--- config.mk ---
export PLATFORM = sky130hd
export DESIGN_NAME = instruction_hold_queue_flat
export DESIGN_NICKNAME = d
export VERILOG_FILES = /design/src/rtl/instruction_hold_queue_if.sv /design/src/rtl/instruction_hold_queue.sv /design/src/flat_wrapper.sv
export SDC_FILE = /design/constraint.sdc
export NUM_CORES = 1
export LEC_CHECK = 0
export BUFFER_PORTS_ARGS = -buffer_cell sky130_fd_sc_hd__buf_2
export CAP_MARGIN = 10
export CORE_ASPECT_RATIO = 1.4
export CORE_UTILIZATION = 55
export DETAILED_ROUTE_END_ITERATION = 8
export GPL_ROUTABILITY_DRIVEN = 0
export PLACE_DENSITY = 0.83
export SLEW_MARGIN = 20
export SYNTH_ARGS = -nofsm -noshare
export SYNTH_HDL_FRONTEND = slang
export SYNTH_SLANG_ARGS = --single-unit
--- constraint.sdc ---
create_clock -name clk -period 18.9 [get_ports clk]
set_input_delay 1.89 -clock clk [delete_from_list [all_inputs] [get_ports clk]]
set_output_delay 1.89 -clock clk [all_outputs]
set_load 0.01 [all_outputs]
--- src/rtl/instruction_hold_queue_if.sv ---
// Handshake bundle between instruction memory, the hold queue and the IF/ID stage.
// master: IM/ID side that drives words, stall and flush; slave: the queue.
interface instruction_hold_queue_if #(
  parameter int unsigned DATA_SIZE = 32,
  parameter int unsigned ADDR_SIZE = 32,
  parameter int unsigned DEPTH     = 2
);
  localparam int unsigned CNT_W = $clog2(DEPTH + 1);

  logic                 in_valid;
  logic [DATA_SIZE-1:0] in_instr;
  logic [ADDR_SIZE-1:0] in_pc;
  logic                 in_ready;
  logic                 instruction_stall;
  logic                 flush;
  logic [DATA_SIZE-1:0] instruction_data;
  logic [ADDR_SIZE-1:0] instruction_pc;
  logic                 instruction_valid;
  logic [CNT_W-1:0]     count;
  logic                 overflow_err;

  modport master (
    output in_valid, in_instr, in_pc, instruction_stall, flush,
    input  in_ready, instruction_data, instruction_pc, instruction_valid, count, overflow_err
  );

  modport slave (
    input  in_valid, in_instr, in_pc, instruction_stall, flush,
    output in_ready, instruction_data, instruction_pc, instruction_valid, count, overflow_err
  );
endinterface

--- src/rtl/instruction_hold_queue.sv ---
// DEPTH-entry circular instruction/PC hold queue between IM and IF/ID; drives a NOP bubble when empty or flushed.
// Optional zero-latency empty-queue bypass is enabled by defining INSTR_HOLD_BYPASS_EN.
module instruction_hold_queue #(
  parameter int unsigned          DATA_SIZE = 32,
  parameter int unsigned          ADDR_SIZE = 32,
  parameter int unsigned          DEPTH     = 2,
  parameter logic [DATA_SIZE-1:0] NOP_INSTR = 32'h0000_0013
) (
  input  logic                    clk,
  input  logic                    rst,
  instruction_hold_queue_if.slave bus
);
  localparam int unsigned      PTR_W = (DEPTH > 1) ? $clog2(DEPTH) : 1;
  localparam int unsigned      CNT_W = $clog2(DEPTH + 1);
  localparam logic [PTR_W-1:0] LAST  = PTR_W'(DEPTH - 1);
  localparam logic [CNT_W-1:0] FULL  = CNT_W'(DEPTH);

  logic [DATA_SIZE-1:0] mem_instr [DEPTH];
  logic [ADDR_SIZE-1:0] mem_pc    [DEPTH];
  logic [PTR_W-1:0]     wr_ptr;
  logic [PTR_W-1:0]     rd_ptr;
  logic [CNT_W-1:0]     count_q;
  logic                 overflow_q;
  logic                 in_ready;
  logic                 held;
  logic                 consume;
  logic                 push;
  logic                 pop;

  // Explicit wrap so non-power-of-2 depths work.
  function automatic logic [PTR_W-1:0] next_ptr(input logic [PTR_W-1:0] p);
    return (p == LAST) ? '0 : p + PTR_W'(1);
  endfunction

  assign in_ready = (count_q != FULL);
  assign held     = (count_q != '0) & ~bus.flush;

`ifdef INSTR_HOLD_BYPASS_EN
  // A word that ID takes straight off the bypass never occupies a slot.
  assign consume = (count_q == '0) & bus.in_valid & ~bus.flush & ~bus.instruction_stall;
`else
  assign consume = 1'b0;
`endif

  assign push = bus.in_valid & in_ready & ~bus.flush & ~consume;
  assign pop  = held & ~bus.instruction_stall;

  always_comb begin
    bus.instruction_valid = 1'b0;
    bus.instruction_data  = NOP_INSTR;
    bus.instruction_pc    = '0;
    if (held) begin
      bus.instruction_valid = 1'b1;
      bus.instruction_data  = mem_instr[rd_ptr];
      bus.instruction_pc    = mem_pc[rd_ptr];
    end
`ifdef INSTR_HOLD_BYPASS_EN
    else if ((count_q == '0) & bus.in_valid & ~bus.flush) begin
      bus.instruction_valid = 1'b1;
      bus.instruction_data  = bus.in_instr;
      bus.instruction_pc    = bus.in_pc;
    end
`endif
  end

  always_ff @(posedge clk or negedge rst) begin
    if (!rst) begin
      wr_ptr     <= '0;
      rd_ptr     <= '0;
      count_q    <= '0;
      overflow_q <= 1'b0;
    end else begin
      if (bus.in_valid & ~in_ready & ~bus.flush) begin
        overflow_q <= 1'b1;
      end
      if (bus.flush) begin
        wr_ptr  <= '0;
        rd_ptr  <= '0;
        count_q <= '0;
      end else begin
        if (push) begin
          wr_ptr <= next_ptr(wr_ptr);
        end
        if (pop) begin
          rd_ptr <= next_ptr(rd_ptr);
        end
        if (push & ~pop) begin
          count_q <= count_q + CNT_W'(1);
        end else if (pop & ~push) begin
          count_q <= count_q - CNT_W'(1);
        end
      end
    end
  end

  // Storage carries no reset; only occupancy decides what is visible.
  always_ff @(posedge clk) begin
    if (push) begin
      mem_instr[wr_ptr] <= bus.in_instr;
      mem_pc[wr_ptr]    <= bus.in_pc;
    end
  end

  assign bus.in_ready     = in_ready;
  assign bus.count        = count_q;
  assign bus.overflow_err = overflow_q;
endmodule

--- src/flat_wrapper.sv ---
// flat-port wrapper written by rule: the top's interface ports become plain ports
module instruction_hold_queue_flat 
#(
  parameter int unsigned          DATA_SIZE = 32,
  parameter int unsigned          ADDR_SIZE = 32,
  parameter int unsigned          DEPTH     = 2,
  parameter logic [DATA_SIZE-1:0] NOP_INSTR = 32'h0000_0013
)
  (clk, rst, bus_in_valid, bus_in_instr, bus_in_pc, bus_instruction_stall, bus_flush, bus_in_ready, bus_instruction_data, bus_instruction_pc, bus_instruction_valid, bus_count, bus_overflow_err);
  instruction_hold_queue_if #(.DATA_SIZE(DATA_SIZE), .ADDR_SIZE(ADDR_SIZE), .DEPTH(DEPTH)) bus_i ();
  input  logic clk;
  input  logic rst;
  input wire logic [$bits(bus_i.in_valid)-1:0] bus_in_valid;
  input wire logic [$bits(bus_i.in_instr)-1:0] bus_in_instr;
  input wire logic [$bits(bus_i.in_pc)-1:0] bus_in_pc;
  input wire logic [$bits(bus_i.instruction_stall)-1:0] bus_instruction_stall;
  input wire logic [$bits(bus_i.flush)-1:0] bus_flush;
  output wire logic [$bits(bus_i.in_ready)-1:0] bus_in_ready;
  output wire logic [$bits(bus_i.instruction_data)-1:0] bus_instruction_data;
  output wire logic [$bits(bus_i.instruction_pc)-1:0] bus_instruction_pc;
  output wire logic [$bits(bus_i.instruction_valid)-1:0] bus_instruction_valid;
  output wire logic [$bits(bus_i.count)-1:0] bus_count;
  output wire logic [$bits(bus_i.overflow_err)-1:0] bus_overflow_err;
  assign bus_i.in_valid = bus_in_valid;
  assign bus_i.in_instr = bus_in_instr;
  assign bus_i.in_pc = bus_in_pc;
  assign bus_i.instruction_stall = bus_instruction_stall;
  assign bus_i.flush = bus_flush;
  assign bus_in_ready = bus_i.in_ready;
  assign bus_instruction_data = bus_i.instruction_data;
  assign bus_instruction_pc = bus_i.instruction_pc;
  assign bus_instruction_valid = bus_i.instruction_valid;
  assign bus_count = bus_i.count;
  assign bus_overflow_err = bus_i.overflow_err;
  instruction_hold_queue #(.DATA_SIZE(DATA_SIZE), .ADDR_SIZE(ADDR_SIZE), .DEPTH(DEPTH), .NOP_INSTR(NOP_INSTR)) u_core (.clk(clk), .rst(rst), .bus(bus_i));
endmodule
==> results of run 1 <==
==> worst reg2reg max path: cells and delay by family, from the launching register on <==
| family | cells | cell delay (ps) |
|---|---|---|
| AND/OR/NAND/NOR | 2 | 380 |
| flip-flops | 1 | 420 |
| buffers and inverters | 2 | 710 |
==> registers in the layout, indices dropped and copies added, names as in the netlist <==
name,cells
u_core.rd_ptr,1
u_core.wr_ptr,1
u_core.mem_pc,64
u_core.bus.count,2
u_core.mem_instr,64
u_core.bus.overflow_err,1
==> power by group through the flow <==
| stage | clock network, W | registers, W | logic [W] |
|---|---|---|---|
| 2_1_floorplan | 0 | 0.000346 | 0.0000299 |
| 3_3_place_gp | 0 | 0.000349 | 0.0000437 |
| 3_5_place_dp | 0 | 0.000350 | 0.0000453 |
| 4_1_cts | 0.000330 | 0.000344 | 0.0000456 |
| 5_1_grt | 0.000342 | 0.000345 | 0.0000491 |
| 6_report | 0.000324 | 0.000344 | 0.0000449 |
==> cells in the final DEF, fill, tap and decap left out, types with 2 or more instances in the layout <==
master     count
clkbuf_1       3
edfxtp_1     128
a21oi_1        3
buf_2        137
dfrtp_1        4
nand3_1        2
nand2_1        4
inv_1          3
buf_4          4
clkinv_2       3
o21ai_0        3
clkinv_1       2
nand2b_1       3
mux2i_1       64
clkbuf_16     17
nor2_1        63
a21o_1         2
or3_1          2
bufinv_16      4
==> layout make-up <==
class	instances	share of cell area (%)
timing repair buffer	141	11.1
inverter	3	0.174
tap	107	2.07
multi-input combinational	152	15.9
clock inverter	11	2.46
sequential	133	61.5
clock buffer	20	6.76
==> final timing paths <==
check	from	end	slack (ps)	cells after the start
max in group asynchronous	rst	u_core.rd_ptr	17430	1
worst min-delay path	u_core.bus.overflow_err	u_core.bus.overflow_err	460	1
min in group asynchronous	rst	u_core.bus.overflow_err	1310	1
worst max-delay path	bus_flush	bus_instruction_data[4]	13910	6
worst min register to register	u_core.bus.overflow_err	u_core.bus.overflow_err	460	1
worst max register to register	u_core.bus.count[1]	u_core.mem_pc[1][11]	16910	4
==> metrics by stage <==
step / total power (W) / cell area, µm² / instances / setup WS [ps] / hold slack (ps)
after detailed placement: 0.000395 / 5860 / 536 / 13890 / 445
after floorplan: 0.000376 / 5110 / 302 / 10130 / 493
after CTS: 0.000720 / 6450 / 567 / 13890 / 456
after global routing: 0.000737 / 6450 / 567 / 13810 / 480
after global placement: 0.000393 / 5860 / 536 / 13940 / 434
final: 0.000713 / 6450 / 567 / 13910 / 456
==> cells by family after synthesis <==
kind of cell           synth area share (%)
flip-flops                             77.6
buffers and inverters                  2.47
AO/OA/AOI/OAI                          1.00
AND/OR/NAND/NOR                        6.39
multiplexers                           12.5
==> layer usage <==
metal  part of all wire [%]  global-route usage [%]  vias to the layer above
met5                   0.25                       0                        -
met4                    2.2                    10.2                        4
met3                    6.0                    5.16                       17
met2                     54                    33.2                      110
met1                     37                    19.6                     1414
li1                       -                       -                     1411
==> impl_metrics.json, run 1 <==
{
  "synthCells": 302,
  "max_stage_delay_ps": 510,
  "critPathSlowestCell": "buf_4",
  "antenna_found_initial": 2,
  "first_pass_iters": 4,
  "ys.flop_type": "edfxtp_1",
  "fmax_mhz": 201,
  "power.internal_w": 0.000575,
  "antenna_cells": 0,
  "area_growth_pct": 26.2,
  "min_period_ps": 4990,
  "regArea_mm2": 0.00397,
  "io_pins": 138,
  "combPwrFrac_pct": 6.3,
  "hpwl_mm": 5.53,
  "fin_worst_skew_ps": 4.29,
  "cp.arrival_ps": 3100,
  "rsz0062_at_grt": "false",
  "seq_area_frac_synth_pct": 77.6,
  "syn_avg_cell_area_um2": 16.9,
  "syn_nets": 371,
  "viasPerCell": 5.21,
  "die_x_um": 83.5,
  "numCtsBuffers": 17,
  "maxCapViolations": 0,
  "synth_top_area_share_pct": 75.2,
  "final_core_util_pct": 71.5,
  "portBuffers": 137,
  "cts_setup_buffers": 0,
  "drtAntennaViolNets": 0,
  "num_rows": 41,
  "drc": 0,
  "die-area_mm2": 0.00969,
  "max-slew-margin-rel_pct": 25.5,
  "path_clk_slew_ps": 50,
  "finalSetupViolCount": 0,
  "grt_max_degree": 67,
  "tightest_slew_ps": 1120,
  "totalWireLength_mm": 8.83,
  "seq_power_share_pct": 48.3,
  "synth_top_area_cell": "edfxtp_1",
  "vias": 2956,
  "yosys-top-cells-area": "edfxtp_1 75%, mux2i_1 13%, nor2_1 4.6%",
  "crit_chain": "buf_2, or2_2, buf_4, inv_1, nand2_1, buf_2",
  "drt_iter0_markers": 135,
  "path_class": "in -> out",
  "nNetsFinal": 517,
  "hold_viol_final": 0,
  "hold_class": "reg -> reg",
  "cp_common_cell": "buf_2",
  "swShare_pct": 19.3,
  "peakVddDrop_v": 0.0000910,
  "die_h_um": 116,
  "grt_overflow_total": 0,
  "cts_sinks": 133,
  "status": "finished, final reports clean",
  "drive_gt1_share_pct": 37.2,
  "cellLeakagePower_nw": 2.51,
  "grt_pass1_vias": 2828,
  "htree_levels": 4,
  "end_kind": "primary output",
  "cp.required_ps": 17010,
  "grt_pass1_wl_mm": 13.1,
  "p_clk_share_pct": 45.4,
  "yosysUniqueCellTypes": 21,
  "start_util_pct": 56.6,
  "switchingPower_w": 0.000138,
  "drv_slew": 0,
  "fin_setup_tns_ps": 0,
  "multi_input_area_mm2": 0.00103,
  "synth_edf_count": 128,
  "ys_ff_latch": 133,
  "synth_most_common_cell": "edfxtp_1",
  "cts_hold_buffers": 0,
  "p_per_area_mw_per_mm2": 110,
  "cts_tree": "done",
  "cts.path.max_buffers": 2,
  "root_buffer": "clkbuf_16",
  "synth_common_cells": "128 x edfxtp_1, 64 x mux2i_1, 63 x nor2_1",
  "async_flop_share_pct": 3.76,
  "startpoint_type": "input pin",
  "core_area_mm2": 0.00903,
  "postCtsResizedCells": 0,
  "track_usage_pct": 18.4,
  "syn-cell-area_mm2": 0.00511,
  "period_share_pct": 26.4,
  "crit_family": "buffers and inverters",
  "ys_warn_count": 0,
  "clock_latency_ps": 390,
  "wire_per_inst_um": 15.6,
  "cp.buffers_inverters": 4,
  "cp_max_fo": 62,
  "num-fill-cells": 622
}
(Power assumes the default switching activity.)
==> run 2: changes to the inputs <==
CORE_UTILIZATION = 52   (was 55)
PLACE_DENSITY = 0.79   (was 0.83)
clock period = 4.66 ns   (was 18.9 ns; I/O delays follow)
==> run 2 against run 1 <==
Total power grew to 4.3 times the previous value; highest routed layer is now met4; final cell count grew 4.9%; routed wire length grew 4.0%; final area grew 1.9%.
==> impl_metrics.json, run 2 (synthesis results as in run 1) <==
{
  "status": "finished, final reports clean",
  "root_buffer": "clkbuf_16",
  "setup_ws_ps": 1820,
  "fin_worst_skew_ps": 6.87,
  "cts_sinks": 133,
  "die_h_um": 119,
  "whs_ps": 249,
  "cts.path.max_buffers": 2,
  "grt_pass1_vias": 2976,
  "place_area_mm2": 0.00591,
  "numCtsBuffers": 17,
  "htree_levels": 4,
  "cp_max_fo": 35,
  "totalWireLength_mm": 9.19,
  "nNetsFinal": 519,
  "viasPerCell": 5.00,
  "area_growth_pct": 28.6,
  "finalSetupViolCount": 0,
  "start_util_pct": 53.8,
  "r2r-start": "u_core.bus.count[1]",
  "drc": 0,
  "grt_overflow_total": 0,
  "cellLeakagePower_nw": 2.55,
  "peakVddDrop_v": 0.000349,
  "regToRegEndpoint": "u_core.mem_pc[1][17]",
  "first_pass_iters": 4,
  "ff2ff_path_depth": 4,
  "hold_viol_final": 0,
  "rrSetupSlack_ps": 2280,
  "final_common_cell": "buf_2",
  "antenna_found_initial": 1,
  "maxCapViolations": 0,
  "track_usage_pct": 18.7,
  "portBuffers": 137,
  "die-area_mm2": 0.0102,
  "grt_max_degree": 43,
  "end_kind": "primary output",
  "layout_common_cells": "137 x buf_2, 128 x edfxtp_1, 64 x mux2i_1, 63 x nor2_1, 17 x clkbuf_16",
  "tightest_slew_ps": 976,
  "fin_setup_tns_ps": 0,
  "max-slew-margin-rel_pct": 34.9,
  "fmax_mhz": 352,
  "num_rows": 42,
  "p_per_area_mw_per_mm2": 462,
  "num-fill-cells": 684,
  "grt_pass1_wl_mm": 13.7,
  "drive_gt1_share_pct": 38.1,
  "placed_cells": 562,
  "core_area_mm2": 0.00951,
  "die_x_um": 85.8,
  "cts_tree": "done",
  "wire_per_inst_um": 15.4,
  "min_period_ps": 2840,
  "startpoint_type": "register",
  "dpl_worst_slack_ps": 2110,
  "layoutNonFillerInstCount": 595,
  "worstSetupEndpoint": "bus_instruction_data[1]",
  "drt_iter0_markers": 142,
  "io_pins": 138,
  "rsz0062_at_grt": "false",
  "hold_class": "in -> reg",
  "clock_latency_ps": 400,
  "design_area_mm2": 0.00658,
  "cp.required_ps": 4190,
  "hpwl_mm": 5.90,
  "drtAntennaViolNets": 0,
  "path_class": "reg -> out",
  "drv_slew": 0,
  "period_share_pct": 60.9,
  "vias": 2976,
  "postCtsResizedCells": 0,
  "path_clk_slew_ps": 60,
  "crit_start": "u_core.bus.count[0]",
  "cp.arrival_ps": 2370
}
-- run 2: cell count changes in the layout (fill, tap and decap cells not counted) --
cell           delta
inv_6             +2
clkinvlp_4        +1
nor4_2            -1
diode_2           +1
nor4_4            +1
dlygate4sd3_1     +1
buf_4             +1
clkbuf_1          -3
bufinv_16         +2
clkinv_4          -1
clkinv_1          -1
-- run 2: layout make-up --
cell class                      instances  area (µm²)  share of cell area (%)
Clock inverter                         14         231                    3.52
Multi-Input combinational cell        152        1030                    15.7
Tap cell                              132         165                    2.51
Clock buffer                           17         425                    6.47
Antenna cell                            1        2.50                  0.0381
Timing Repair Buffer                  143         733                    11.1
Inverter                                3        11.3                   0.171
Sequential cell                       133        3970                    60.4
-- run 2: worst min-delay path by stage --
stage,cells after the start,start,endpoint
finish,1,bus_in_instr[4],u_core.mem_instr[1][4]
global route,1,bus_in_pc[27],u_core.mem_pc[0][27]
CTS,1,bus_in_instr[4],u_core.mem_instr[1][4]
detailed placement,1,rst,u_core.bus.count[1]
global placement,1,rst,u_core.bus.count[0]
floorplan,0,rst,u_core.bus.count[0]
-- run 2: per-stage QoR --
step	power (W)	utilization (%)
floorplan	0.00152	-
global placement	0.00160	62.1
detailed placement	0.00161	62.1
CTS	0.00306	69.1
global route	0.00313	69.1
finish	0.00304	69.1
-- run 2: what timing repair did --
action	CTS	global route
hold buffers	1	0
setup buffers	0	0
endpoints found under the setup margin	0	0
hold endpoints to repair	5	0
-- run 2: power breakdown --
| part | total, W | internal (W) | switching (W) | leakage [nW] |
|---|---|---|---|---|
| registers | 0.00139 | 0.00136 | 0.0000225 | 1.24 |
| clock network | 0.00146 | 0.000998 | 0.000460 | 0.317 |
| logic | 0.000196 | 0.0000847 | 0.000111 | 0.993 |
-- run 2: critical path, stage by stage (launching register included) --
cell and delay [ps]:
dfrtp_1 450, nor2_1 170, or2_2 570, buf_4 420, inv_1 140, nand2_1 80
buf_2 120
-- run 2: routing by layer --
metal	up-vias	share of wire, %	track usage [%]
met5	-	0	0
met4	0	1.9	8.65
met3	14	5.4	5.82
met2	102	57	34.9
met1	1442	36	18.4
li1	1418	-	-
==> run 3: changes to the inputs <==
CORE_UTILIZATION = 47   (was 52)
PLACE_DENSITY = 0.76   (was 0.79)
clock period = 2.6 ns   (was 4.66 ns; I/O delays follow)
==> run 3 against run 2 <==
Die area rose by 10%; final area shrank 0.89%; count of clock-buffer cells in the layout is 4 higher; critical endpoint is now bus_instruction_data[19]; core utilization down 6.8 points; worst setup slack worse by 1500 ps; total power is 59% higher; highest routed layer unchanged; largest power group is now registers; hold slack got worse by 200 ps.
==> impl_metrics.json, run 3 (synthesis results as in run 1) <==
{
  "tightest_slew_ps": 568,
  "hold_class": "in -> reg",
  "regToRegEndpoint": "u_core.mem_instr[1][28]",
  "viasPerCell": 4.87,
  "die_x_um": 90.2,
  "num-fill-cells": 822,
  "drive_gt1_share_pct": 38.2,
  "die-area_mm2": 0.0113,
  "grt_max_degree": 43,
  "layout_common_cells": "137 x buf_2, 128 x edfxtp_1, 64 x mux2i_1, 63 x nor2_1, 17 x clkbuf_16",
  "rsz0062_at_grt": "false",
  "placed_cells": 572,
  "crit_start": "u_core.bus.count[0]",
  "path_clk_slew_ps": 50,
  "r2r-start": "u_core.bus.count[1]",
  "die_h_um": 125,
  "finalSetupViolCount": 0,
  "nNetsFinal": 523,
  "start_util_pct": 48.9,
  "first_pass_iters": 5,
  "antenna_found_initial": 1,
  "startpoint_type": "register",
  "maxCapViolations": 0,
  "whs_ps": 44.6,
  "fmax_mhz": 430,
  "vias": 2945,
  "hpwl_mm": 6.22,
  "portBuffers": 137,
  "cts_sinks": 133,
  "cp.required_ps": 2340,
  "max_stage_delay_ps": 510,
  "critPathSlowestCell": "or2_2",
  "wire_per_inst_um": 15.3,
  "worstSetupEndpoint": "bus_instruction_data[19]",
  "drtAntennaViolNets": 0,
  "peakVddDrop_v": 0.000507,
  "num_rows": 44,
  "status": "finished, final reports clean",
  "root_buffer": "clkbuf_16",
  "htree_levels": 4,
  "crit_chain": "nor2_1, or2_2, buf_12, nor2_1, buf_2",
  "drt_iter0_markers": 122,
  "drc": 0,
  "place_area_mm2": 0.00600,
  "ff2ff_path_depth": 4,
  "design_area_mm2": 0.00652,
  "rrSetupSlack_ps": 790,
  "area_growth_pct": 27.5,
  "cellLeakagePower_nw": 2.51,
  "cts_tree": "done",
  "end_kind": "primary output",
  "fin_worst_skew_ps": 5.41,
  "drv_slew": 0,
  "totalWireLength_mm": 9.29,
  "grt_pass1_vias": 3056,
  "path_class": "reg -> out",
  "max-slew-margin-rel_pct": 62.1,
  "hold_viol_final": 0,
  "track_usage_pct": 17.1,
  "multi_input_area_mm2": 0.00104,
  "core_area_mm2": 0.0105,
  "numCtsBuffers": 17,
  "cts_setup_buffers": 0,
  "min_period_ps": 2330,
  "period_share_pct": 89.5,
  "cp_max_fo": 34,
  "fin_setup_tns_ps": 0,
  "regArea_mm2": 0.00397,
  "layoutNonFillerInstCount": 605,
  "final_common_cell": "buf_2",
  "clock_latency_ps": 400,
  "grt_overflow_total": 0,
  "final_core_util_pct": 62.3,
  "cts.path.max_buffers": 2,
  "cp.arrival_ps": 2070,
  "cp_common_cell": "nor2_1",
  "p_per_area_mw_per_mm2": 743,
  "io_pins": 138,
  "grt_pass1_wl_mm": 14.4
}
## run 3: cell count changes in the layout (fill, tap and decap cells not counted), moves of 2 or more
cell       before  now
buf_12          0    4
bufinv_16       6    0
clkbuf_1        0    4
clkinv_2        3    5
clkinv_4        0    2
inv_6           2    0
## run 3: how the worst min path moves through the flow
| stage | slack, ps | end | start | depth (start not counted) |
|---|---|---|---|---|
| 6_report | 40 | u_core.mem_pc[0][8] | bus_in_pc[8] | 1 |
| 5_1_grt | 30 | u_core.mem_instr[1][15] | bus_in_instr[15] | 1 |
| 4_1_cts | 20 | u_core.mem_pc[1][8] | bus_in_pc[8] | 1 |
| 3_5_place_dp | 90 | u_core.bus.overflow_err | rst | 1 |
| 3_3_place_gp | 80 | u_core.bus.overflow_err | rst | 1 |
| 2_1_floorplan | -40 | u_core.bus.count[0] | rst | 0 |
## run 3: power by group
part / internal [W] / switching (W)
combinational: 0.000164 / 0.000200
sequential: 0.00244 / 0.0000402
clock: 0.00120 / 0.000792
total: 0.00381 / 0.00103
## run 3: layout make-up
class,instances,area share (%)
Sequential cell,133,61.0
Multi-Input combinational cell,152,16.0
Timing Repair Buffer,147,12.5
Clock buffer,21,6.76
Tap cell,138,2.65
Clock inverter,10,0.941
Inverter,3,0.173
Antenna cell,1,0.0384
## run 3: repair_timing
item | CTS | global route
hold buffers | 1 | 0
gates resized for setup | 0 | 0
hold endpoints to repair | 5 | 0
## run 3: critical path: cells and delay by family, from the launching register on
| family | cells | cell delay, ps |
|---|---|---|
| flops | 1 | 470 |
| buf+inv | 2 | 410 |
| simple gates | 3 | 770 |
## run 3: through the flow
| step | power [W] | setup WS (ps) |
|---|---|---|
| 2_1_floorplan | 0.00273 | -473 |
| 3_3_place_gp | 0.00288 | 755 |
| 3_5_place_dp | 0.00290 | 703 |
| 4_1_cts | 0.00489 | 258 |
| 5_1_grt | 0.00501 | 153 |
| 6_report | 0.00484 | 273 |
## run 3: layer usage
layer	global-route usage, %	vias to the layer above	routed length, µm
met1	16.5	1408	3460
met4	9.11	0	161
met3	4.68	16	438
met2	32.5	95	5230
li1	-	1426	-
met5	0	-	0
